**src/rtl/pmp_check_arbiter.sv**
```systemverilog
// Shares one PMP compare datapath between fetch (IF) and LSU check requests, with 1-cycle response slots.
// Optional PMP_ARB_RR_EN: round-robin tie-break; otherwise LSU has fixed priority over IF.
module pmp_check_arbiter #(
  parameter int ADDR_WIDTH = 32,
  parameter int CNT_WIDTH  = 16
) (
  input  logic                  clk,
  input  logic                  rst,
  input  logic                  if_req_vld,
  output logic                  if_req_rdy,
  input  logic [ADDR_WIDTH-1:0] if_req_addr,
  output logic                  if_rsp_vld,
  input  logic                  if_rsp_rdy,
  output logic                  if_rsp_pass,
  input  logic                  lsu_req_vld,
  output logic                  lsu_req_rdy,
  input  logic [ADDR_WIDTH-1:0] lsu_req_addr,
  input  logic                  lsu_req_wr,
  output logic                  lsu_rsp_vld,
  input  logic                  lsu_rsp_rdy,
  output logic                  lsu_rsp_pass,
  input  logic                  csr_wr_pend,
  output logic [ADDR_WIDTH-1:0] chk_addr,
  output logic [1:0]            chk_req_mode,
  input  logic                  chk_pass,
  output logic [CNT_WIDTH-1:0]  deny_cnt
);

  localparam int CH_IF  = 0;
  localparam int CH_LSU = 1;

  localparam logic [1:0] MODE_IDLE  = 2'b00;
  localparam logic [1:0] MODE_LOAD  = 2'b01;
  localparam logic [1:0] MODE_STORE = 2'b10;
  localparam logic [1:0] MODE_FETCH = 2'b11;

  logic [1:0] req_vld;
  logic [1:0] rsp_rdy;
  logic [1:0] elig;
  logic [1:0] gnt;
  logic [1:0] rsp_vld_reg;
  logic [1:0] rsp_pass_reg;
  logic [CNT_WIDTH-1:0] deny_cnt_reg;
  logic gnt_any;

  assign req_vld = {lsu_req_vld, if_req_vld};
  assign rsp_rdy = {lsu_rsp_rdy, if_rsp_rdy};

  // A slot is free if empty or being drained this very cycle (full throughput).
  genvar gi;
  generate
    for (gi = 0; gi < 2; gi++) begin : g_elig
      assign elig[gi] = req_vld[gi] && !csr_wr_pend && (!rsp_vld_reg[gi] || rsp_rdy[gi]);
    end
  endgenerate

`ifdef PMP_ARB_RR_EN
  typedef enum logic {GNT_IF = 1'b0, GNT_LSU = 1'b1} gnt_e;
  gnt_e last_gnt_reg, last_gnt_next;

  always_comb begin
    gnt = 2'b00;
    last_gnt_next = last_gnt_reg;
    if (elig[CH_IF] && (!elig[CH_LSU] || last_gnt_reg == GNT_LSU)) begin
      gnt[CH_IF] = 1'b1;
      last_gnt_next = GNT_IF;
    end else if (elig[CH_LSU]) begin
      gnt[CH_LSU] = 1'b1;
      last_gnt_next = GNT_LSU;
    end
  end

  always_ff @(posedge clk) begin
    if (rst) begin
      last_gnt_reg <= GNT_LSU;
    end else begin
      last_gnt_reg <= last_gnt_next;
    end
  end
`else
  always_comb begin
    gnt = 2'b00;
    if (elig[CH_LSU]) begin
      gnt[CH_LSU] = 1'b1;
    end else if (elig[CH_IF]) begin
      gnt[CH_IF] = 1'b1;
    end
  end
`endif

  assign gnt_any = |gnt;

  always_comb begin
    chk_addr     = '0;
    chk_req_mode = MODE_IDLE;
    if (gnt[CH_IF]) begin
      chk_addr     = if_req_addr;
      chk_req_mode = MODE_FETCH;
    end else if (gnt[CH_LSU]) begin
      chk_addr     = lsu_req_addr;
      chk_req_mode = lsu_req_wr ? MODE_STORE : MODE_LOAD;
    end
  end

  // Response slots: a new grant refills, otherwise a handshake empties; pass is held meanwhile.
  generate
    for (gi = 0; gi < 2; gi++) begin : g_rsp
      always_ff @(posedge clk) begin
        if (rst) begin
          rsp_vld_reg[gi]  <= 1'b0;
          rsp_pass_reg[gi] <= 1'b0;
        end else if (gnt[gi]) begin
          rsp_vld_reg[gi]  <= 1'b1;
          rsp_pass_reg[gi] <= chk_pass;
        end else if (rsp_vld_reg[gi] && rsp_rdy[gi]) begin
          rsp_vld_reg[gi]  <= 1'b0;
        end
      end
    end
  endgenerate

  always_ff @(posedge clk) begin
    if (rst) begin
      deny_cnt_reg <= '0;
    end else if (gnt_any && !chk_pass && deny_cnt_reg != {CNT_WIDTH{1'b1}}) begin
      deny_cnt_reg <= deny_cnt_reg + 1'b1;
    end
  end

  assign if_req_rdy   = gnt[CH_IF];
  assign lsu_req_rdy  = gnt[CH_LSU];
  assign if_rsp_vld   = rsp_vld_reg[CH_IF];
  assign if_rsp_pass  = rsp_pass_reg[CH_IF];
  assign lsu_rsp_vld  = rsp_vld_reg[CH_LSU];
  assign lsu_rsp_pass = rsp_pass_reg[CH_LSU];
  assign deny_cnt     = deny_cnt_reg;

endmodule

```
**config.mk**
```make
export PLATFORM = sky130hd
export DESIGN_NAME = pmp_check_arbiter
export DESIGN_NICKNAME = d
export VERILOG_FILES = /design/src/rtl/pmp_check_arbiter.sv
export SDC_FILE = /design/constraint.sdc
export NUM_CORES = 1
export LEC_CHECK = 0
export ABC_CLOCK_PERIOD_IN_PS = 3650
export BUFFER_PORTS_ARGS = -buffer_cell sky130_fd_sc_hd__buf_2
export CAP_MARGIN = 20
export CORE_UTILIZATION = 39
export DETAILED_ROUTE_END_ITERATION = 16
export PLACE_DENSITY = 0.85
export SETUP_SLACK_MARGIN = 0.15
export SLEW_MARGIN = 20
export SYNTH_ARGS = -nofsm -noshare
export SYNTH_HDL_FRONTEND = slang
export SYNTH_SLANG_ARGS = --single-unit
```
**constraint.sdc**
```tcl
create_clock -name clk -period 3.65 [get_ports clk]
set_input_delay 0.1825 -clock clk [delete_from_list [all_inputs] [get_ports clk]]
set_output_delay 0.1825 -clock clk [all_outputs]
set_load 0.01 [all_outputs]
```
==> reports/qor.yml <==
clocking:
  cts_hold_buffers: 0
  cts_resized: 0
  numClockSinks: 20
  insertion_delay_ns: 0.31
  clock_tree.root_cell: "clkbuf_4"
  clockBufferDepth: 2
  cts_tree: "built"
  cts_buffers: 3
  htree_levels: 1
  clk_pin_slew_ns: 0.11
  cts_setup_buffers: 0
power:
  vdd_ir_drop_max_mv: 0.201
  p_per_area_nw_per_um2: 248
  leakage_nw: 1.07
timing:
  worst_slack_ns: 1.16
  tightest_slew_ns: 0.945
  setup_tns_ns: 0
  rsz0062_at_grt: "false"
  setup_viol: 0
  clock_skew_ns: 0.00636
  fmax_mhz: 402
  relSlewSlack_pct: 36.9
  timing.final.crit_share_pct: 68.1
  finalHoldViolations: 0
  period_minus_slack_ns: 2.49
  finalMaxSlewViolations: 0
cells_and_area:
  largest_reg_flops: 16
  drive_gt1_share_pct: 49.8
  fillers: 313
  nets: 356
  syn_to_final_growth_pct: 50.8
synth:
  ys_top_cells_by_area: "dfxtp_1 30%, a22o_1 21%, xnor2_1 4.5%"
  yosys-top-cells-count: "32 x a22o_1, 20 x dfxtp_1, 13 x nand2_1, 11 x nor2_1, 9 x a21oi_1"
  synthDistinctLibCells: 36
  syn_nets: 234
  yosys_warnings: 0
  ys_seq_area_share_pct: 29.6
  synth_edf_count: 0
  synth_area_um2: 1350
  synthCells: 160
  postSynthAreaPerCell_um2: 8.46
  synth_top_area_share_pct: 29.6
  yosysMostFrequentCell: "a22o_1"
  ys_seq_elements: 20
  ys.flop_type: "dfxtp_1"
  ys_async_sr_fraction_pct: 0
  yosys.area.top_type: "dfxtp_1"
placement:
  place.gp.congestion: 0.820
  io_buffers: 128
  place.detailed.hpwl_mm: 3.43
  place_ws_ns: 1.49
routing:
  drc_errors: 0
  wire_per_inst_um: 13.0
  via_count: 1741
  wl_mm: 4.27
  ant_nets: 0
  drtIter0Drc: 61
  vias_per_cell: 5.31
  first_pass_iters: 4
global_route:
  grt_pass1_wl_mm: 5.55
  globalRouteOverflowTotal: 0
  antenna_found_initial: 0
  grt_pass1_vias: 1283
  grt_max_degree: 36
  grt_util_all_layers_pct: 19.9
critical_path:
  crit_chain: "nand2b_1, nand2_1, clkinv_1, a22o_1, buf_2"
  max_stage_delay_ns: 0.71
  crit_buf_inv: 2
  critPathArrivalTime_ns: 2.30
  crit_type: "reg2out"
  worstPathRequired_ns: 3.47
  critPathTopFamily: "buffers and inverters"
  end_kind: "output port"
  slowest_stage: "clkinv_1"
  start_kind: "flip-flop"
  crit_path_max_fanout: 35
floorplanning:
  fp.dieH_um: 60.9
  rows: 21
  die_w_um: 60.9
  start_util_pct: 40.6
  die_area_um2: 3710
  core_area_um2: 3340
  ios: 129
worst_hold_path:
  hold_class: "in2reg"
status:
  status: "finished, final reports clean"
job:
  cap_viol_max_count: 0
-- logic make-up (layout without fill, tap and decap cells) --
| family | Yosys count | after routing | share of synthesized area (%) |
|---|---|---|---|
| AOI/OAI and AO/OA | 49 | 49 | 29.2 |
| xor gates and xnor gates | 8 | 8 | 5.18 |
| other | 0 | 1 | 0 |
| muxes | 2 | 2 | 1.48 |
| and+or+nand+nor | 65 | 65 | 28.9 |
| DFF | 20 | 20 | 29.6 |
| buffers and inverters | 15 | 136 | 4.71 |
| adders and majority gates | 1 | 1 | 0.924 |
-- per-stage QoR --
stage / instances / hold slack [ns] / util (%) / total power [mW] / cell area [um2]
4_1_cts: 327 / 0.137 / 61.1 / 0.505 / 2040
2_1_floorplan: 160 / 0.332 / - / 0.304 / 1350
3_5_place_dp: 323 / 0.461 / 60.0 / 0.378 / 2000
3_3_place_gp: 323 / 0.458 / 60.0 / 0.375 / 2000
6_report: 328 / 0.139 / 61.2 / 0.505 / 2040
5_1_grt: 327 / 0.142 / 61.1 / 0.531 / 2040
-- path summary, 6_finish.rpt --
kind / slack (ns) / from / endpoint / depth (start not counted)
worst max-delay path: 1.16 / lsu_rsp_vld$_SDFFE_PP0P_ / chk_addr[8] / 5
worst min-delay path: 0.14 / lsu_req_vld / lsu_rsp_vld$_SDFFE_PP0P_ / 3
worst max register to register: 1.53 / deny_cnt[0]$_SDFFE_PP0P_ / deny_cnt[15]$_SDFFE_PP0P_ / 6
worst min register to register: 0.50 / lsu_rsp_pass$_SDFFE_PP0P_ / lsu_rsp_pass$_SDFFE_PP0P_ / 2
-- final cells by class --
| class | count | area (um2) | share of cell area (%) |
|---|---|---|---|
| multi-input cells | 125 | 890 | 43.6 |
| diodes | 1 | 2.50 | 0.123 |
| inverters | 4 | 15.0 | 0.735 |
| flip-flops and latches | 20 | 400 | 19.6 |
| clock buffers | 4 | 36.3 | 1.78 |
| repair buffers | 128 | 641 | 31.4 |
| well taps | 46 | 57.6 | 2.82 |
-- layer usage --
metal | GRT usage (%) | wire (um) | vias to the layer above
met2 | 33.4 | 2030 | 82
li1 | - | - | 864
met5 | 0 | 0 | -
met1 | 26.8 | 1880 | 788
met4 | 4.22 | 33 | 0
met3 | 3.20 | 332 | 7
-- cell usage in the layout (no fill, tap or decap), types with 2 or more instances in the layout --
cell        n
nand4_1     5
nand2_1    13
buf_2     128
nand2b_1    2
a22o_1     32
nor4_1      6
o21ai_0     4
o31ai_1     3
dfxtp_1    20
or4_1       4
clkinv_1    2
nor2_1     11
a21oi_1     9
nand3_1     6
clkbuf_4    3
inv_1       2
and4_1      2
mux2i_1     2
nor3_1      3
xnor2_1     7
or3_1       2
-- where the power goes --
part	internal, mW	switching (mW)	leakage (nW)	total [mW]
registers	0.222	0.00335	0.162	0.225
clock network	0.0609	0.0713	0.0210	0.132
logic	0.0743	0.0737	0.884	0.148
-- worst min-delay path, stage by stage --
cell and delay, ns:
buf_2 0.10, nand2_1 0.05, a21oi_1 0.06
No activity file was read; power rests on OpenSTA's default activity.
